[config.mk]
export PLATFORM = sky130hd
export DESIGN_NAME = l1_icache
export DESIGN_NICKNAME = d
export VERILOG_FILES = /design/src/rtl/l1_icache.sv
export SDC_FILE = /design/constraint.sdc
export NUM_CORES = 2
export LEC_CHECK = 0
export BUFFER_PORTS_ARGS = -buffer_cell sky130_fd_sc_hd__buf_2
export CORE_UTILIZATION = 55
export CTS_BUF_LIST = sky130_fd_sc_hd__clkbuf_8
export DETAILED_ROUTE_END_ITERATION = 6
export GPL_ROUTABILITY_DRIVEN = 0
export PLACE_DENSITY = 0.8
export SLEW_MARGIN = 10
export SYNTH_ARGS = -nofsm -noshare
export SYNTH_HDL_FRONTEND = slang
export SYNTH_SLANG_ARGS = --single-unit
export TNS_END_PERCENT = 50
[constraint.sdc]
create_clock -name clk -period 34 [get_ports clk]
set_input_delay 1.7 -clock clk [delete_from_list [all_inputs] [get_ports clk]]
set_output_delay 1.7 -clock clk [all_outputs]
set_load 0.05 [all_outputs]
[src/rtl/l1_icache.sv]
// l1_icache: direct-mapped read-only L1 instruction cache; define ICACHE_PERF_EN for hit/miss counters
module l1_icache #(
  parameter int NUM_SETS = 8
) (
  input  logic         clk,
  input  logic         rst,
  input  logic         mem_read,
  input  logic [15:0]  mem_address,
  output logic [127:0] mem_rdata,
  output logic         mem_resp,
  input  logic         flush,
  output logic         pmem_read,
  output logic [15:0]  pmem_address,
  input  logic [127:0] pmem_rdata,
  input  logic         pmem_resp,
  output logic [15:0]  hit_count,
  output logic [15:0]  miss_count
);
  localparam int IDX = $clog2(NUM_SETS);
  localparam int TW = 12 - IDX;
  typedef enum logic {IDLE, FETCH} state_t;
  state_t r_state, w_next;
  logic [NUM_SETS-1:0] r_valid;
  logic [TW-1:0] r_tag [NUM_SETS];
  logic [127:0] r_data [NUM_SETS];
  logic [15:0] r_paddr;
  logic r_flushed;
  logic [IDX-1:0] w_idx, w_fidx;
  logic [TW-1:0] w_tag, w_ftag;
  logic w_hit, w_miss, w_fill;
  assign w_idx = mem_address[3+IDX:4];
  assign w_tag = mem_address[15:4+IDX];
  assign w_fidx = r_paddr[3+IDX:4];
  assign w_ftag = r_paddr[15:4+IDX];
  assign mem_resp = w_hit;
  assign mem_rdata = r_data[w_idx];
  assign pmem_read = r_state == FETCH;
  assign pmem_address = r_paddr;
  // Next state: hits answer combinationally in IDLE, a fill always runs to pmem_resp
  always_comb begin
    w_next = r_state;
    w_hit = 1'b0;
    w_miss = 1'b0;
    w_fill = 1'b0;
    if (r_state == IDLE) begin
      w_hit = mem_read & r_valid[w_idx] & (r_tag[w_idx] == w_tag) & ~flush;
      w_miss = mem_read & ~w_hit & ~flush;
      w_next = w_miss ? FETCH : IDLE;
    end else begin
      w_fill = pmem_resp;
      w_next = pmem_resp ? IDLE : FETCH;
    end
  end
  // State, latched fill address, and whether a flush hit the fill in progress
  always_ff @(posedge clk or posedge rst) begin
    if (rst) begin
      r_state <= IDLE;
      r_paddr <= '0;
      r_flushed <= 1'b0;
    end else begin
      r_state <= w_next;
      if (w_miss) begin
        r_paddr <= mem_address & 16'hFFF0;
        r_flushed <= 1'b0;
      end else if (flush) begin
        r_flushed <= 1'b1;
      end
    end
  end
  // Line storage: flush clears valids, a fill installs invalid if flushed during the fetch
  always_ff @(posedge clk or posedge rst) begin
    if (rst) begin
      r_valid <= '0;
      for (int i = 0; i < NUM_SETS; i++) begin
        r_tag[i] <= '0;
        r_data[i] <= '0;
      end
    end else begin
      if (flush) r_valid <= '0;
      if (w_fill) begin
        r_tag[w_fidx] <= w_ftag;
        r_data[w_fidx] <= pmem_rdata;
        r_valid[w_fidx] <= ~(flush | r_flushed);
      end
    end
  end
`ifdef ICACHE_PERF_EN
  logic [15:0] r_hits, r_misses;
  // Saturating performance counters, untouched by flush
  always_ff @(posedge clk or posedge rst) begin
    if (rst) begin
      r_hits <= '0;
      r_misses <= '0;
    end else begin
      if (w_hit && r_hits != 16'hFFFF) r_hits <= r_hits + 16'd1;
      if (w_miss && r_misses != 16'hFFFF) r_misses <= r_misses + 16'd1;
    end
  end
  assign hit_count = r_hits;
  assign miss_count = r_misses;
`else
  assign hit_count = 16'h0000;
  assign miss_count = 16'h0000;
`endif
endmodule
==> metrics.csv <==
stage,metric,value,unit
timing,hold_viol_final,0,
global_route,grt_pass1_wl,177000,um
routing,ant_nets,0,
cts,cts_resized,0,
floorplanning,start_util,55.9,%
final_layout,utilization,62.6,%
logic_synthesis,synth_area_per_cell,16.9,um^2
logic_synthesis,async_reset_ff_share,100,%
timing,slew_headroom,23.0,%
timing,worstMarginPinSlew,1150,ps
timing,timing.hold.ws,499,ps
cts,insertion_delay,840,ps
min_path,min_path_type,flop to flop,
global_route,grt_pass1_vias,31047,
final_layout,mostFrequentLayoutCells,"mux2_2, dfrtp_1, buf_2",
power_and_ir_drop,clkPwrFrac,22.9,%
setup_path,path_cells,buf_8 > buf_4 > buf_4 > mux4_2 > mux2_2 > buf_2,
logic_synthesis,synth_cell_types,30,
cts,cts_tree,done,
global_route,grt_max_degree,141,
global_route,antenna_found_initial,20,
cts,cts_max_level,4,
final_layout,area_growth,12.1,%
routing,drt-initial-drc-count,1510,
routing,via_per_inst,5.97,
floorplanning,ios,327,
logic_synthesis,synth_ff_type,dfrtp_1,
routing,drtPass1Iterations,5,
final_layout,layout_commonest_cell,mux2_2,
power_and_ir_drop,power_leakage,25.3,nW
power_and_ir_drop,switching_share,31.5,%
logic_synthesis,synth-seq-cells,1118,
final_layout,final_cells,4567,
logic_synthesis,syn_inst,2947,
cts,clock-sinks,1118,
cts,post_cts_buffers,0,
place,portBuffers,286,
setup_path,critPathLaunchType,primary input,
power_and_ir_drop,power_frac_seq,45.9,%
status,status,"finished, final reports clean",
timing,min_period,6920,ps
routing,drc,0,
setup_path,crit_fanout,74,
logic_synthesis,seq_area_frac_synth,56.3,%
routing,via_count,27282,
setup_path,cp_top_family,buffers and inverters,
cts,cts_root_buf,clkbuf_8,
final_layout,drive_gt1_share,61.9,%
run,drv_cap,0,
cts,clkTransAtPathRegs,60,ps
timing,period_share,20.4,%
logic_synthesis,yosys_warnings,0,
setup_path,path_buf_inv,4,
power_and_ir_drop,powerDensity,88.3,nW/um^2
place,dp_cells,4239,
power_and_ir_drop,p_comb_share,31.2,%
final_layout,nNetsFinal,3406,
floorplanning,die_w,303,um
global_route,grt_overflow,0,
timing,fin_skew,53.1,ps
logic_synthesis,synth-edff-count,0,
power_and_ir_drop,p_int,0.00337,W
timing,max_freq,0.144,GHz
routing,wirelength,110000,um
cts,ctsHoldBuffers,0,
setup_path,cpMaxStageDelayCell,buf_4,
setup_path,cpPeakStageDelay,850,ps
routing,wl_per_cell,24.2,um
power_and_ir_drop,max-vdd-ir-drop,0.0532,mV
cts,clockBufferDepth,3,
place,dp_hpwl,64400,um
timing,slew_viol_final,0,
floorplanning,core,88900,um^2
floorplanning,rows,109,
timing,rsz0062_at_grt,no,
logic_synthesis,syn_area,49700,um^2
setup_path,crit_type,primary input to primary output,
setup_path,crit_required,32300,ps
setup_path,worstPathArrival,5220,ps
cts,cts_made_buffers,181,
setup_path,cpMostUsedCell,buf_4,
timing,setup_tns,0,ps
global_route,grt_use_total,25.0,%
timing,setup_viol,0,
setup_path,cp-end-kind,primary output,
floorplanning,die_y,303,um
power_and_ir_drop,netSwitchingPower,0.00155,W
floorplanning,die_area,91500,um^2
-- layout make-up --
cell class                      instances  area (um^2)
Timing Repair Buffer                  329         1810
Inverter                                3         18.8
Antenna cell                            8         20.0
Multi-Input combinational cell       1624        20800
Tap cell                             1165         1460
Sequential cell                      1118        28000
Fill cell                            6252        33200
Clock buffer                          230         3170
Clock inverter                         90          429
-- worst paths after layout --
path / from / endpoint / slack [ps] / cells after the start
worst max-delay path: mem_address[4] / mem_rdata[57] / 27080 / 6
worst min-delay path: r_data[178]$_DFFE_PP0P_ / r_data[178]$_DFFE_PP0P_ / 500 / 1
worst max register to register: pmem_address[4]$_DFFE_PP0P_ / r_data[694]$_DFFE_PP0P_ / 30070 / 5
worst min register to register: r_data[178]$_DFFE_PP0P_ / r_data[178]$_DFFE_PP0P_ / 500 / 1
max in group asynchronous: rst / r_data[178]$_DFFE_PP0P_ / 28880 / 6
min in group asynchronous: rst / r_data[1007]$_DFFE_PP0P_ / 1080 / 2
-- Yosys cell counts, drive strengths merged (4+ instances only) --
| library cell | instances | area, um^2 |
|---|---|---|
| mux2 | 1242 | 14000 |
| dfrtp | 1118 | 28000 |
| mux4 | 270 | 6090 |
| clkbuf | 122 | 458 |
| buf | 115 | 593 |
| nor2 | 19 | 71.3 |
| mux2i | 17 | 170 |
| xnor2 | 5 | 43.8 |
| a21oi | 4 | 20.0 |
| nand2 | 4 | 15.0 |
| nand2b | 4 | 25.0 |
| xor2 | 4 | 35.0 |
-- stage by stage --
| stage | total power, W | worst slack, ps | instance area [um^2] |
|---|---|---|---|
| floorplan | 0.00345 | 818 | 49800 |
| global placement | 0.00367 | 26930 | 52100 |
| detailed placement | 0.00382 | 26900 | 52100 |
| CTS | 0.00496 | 26890 | 55700 |
| global route | 0.00518 | 26710 | 55700 |
| finish | 0.00492 | 27080 | 55700 |
-- per-layer routing --
layer / vias up / part of all wire, % / global-route usage, %
li1: 11627 / - / -
met1: 14775 / 40 / 31.3
met2: 652 / 52 / 42.5
met3: 206 / 5.1 / 5.79
met4: 22 / 2.7 / 9.45
met5: - / 0.13 / 0
-- power by group through the flow --
stage / combinational (W) / clock, W / sequential [W]
final: 0.00154 / 0.00112 / 0.00226
after global routing: 0.00164 / 0.00122 / 0.00233
after CTS: 0.00155 / 0.00116 / 0.00225
after detailed placement: 0.00155 / 0 / 0.00227
after global placement: 0.00148 / 0 / 0.00219
after floorplan: 0.00126 / 0 / 0.00218
-- worst reg2reg max path: cells and delay by family, from the launching register on --
| kind | cells | cell delay, ps |
|---|---|---|
| and+or+nand+nor | 2 | 1280 |
| DFF | 1 | 410 |
| buffers and inverters | 2 | 1610 |
| muxes | 1 | 480 |
-- registers in the layout, indices dropped and copies added, names as in the netlist --
signal and cells:
r_data 1024, r_tag 72, pmem_address 12, r_valid 8, pmem_read 1, r_flushed 1
-- cells by family after synthesis --
| kind of cell | after synthesis | share of synthesized area (%) |
|---|---|---|
| xor+xnor | 9 | 0.159 |
| buf+inv | 240 | 2.14 |
| flops | 1118 | 56.3 |
| other cells | 1 | 0.00755 |
| mux | 1529 | 40.8 |
| simple gates | 36 | 0.343 |
| compound gates | 14 | 0.202 |
(Power assumes the default switching activity.)
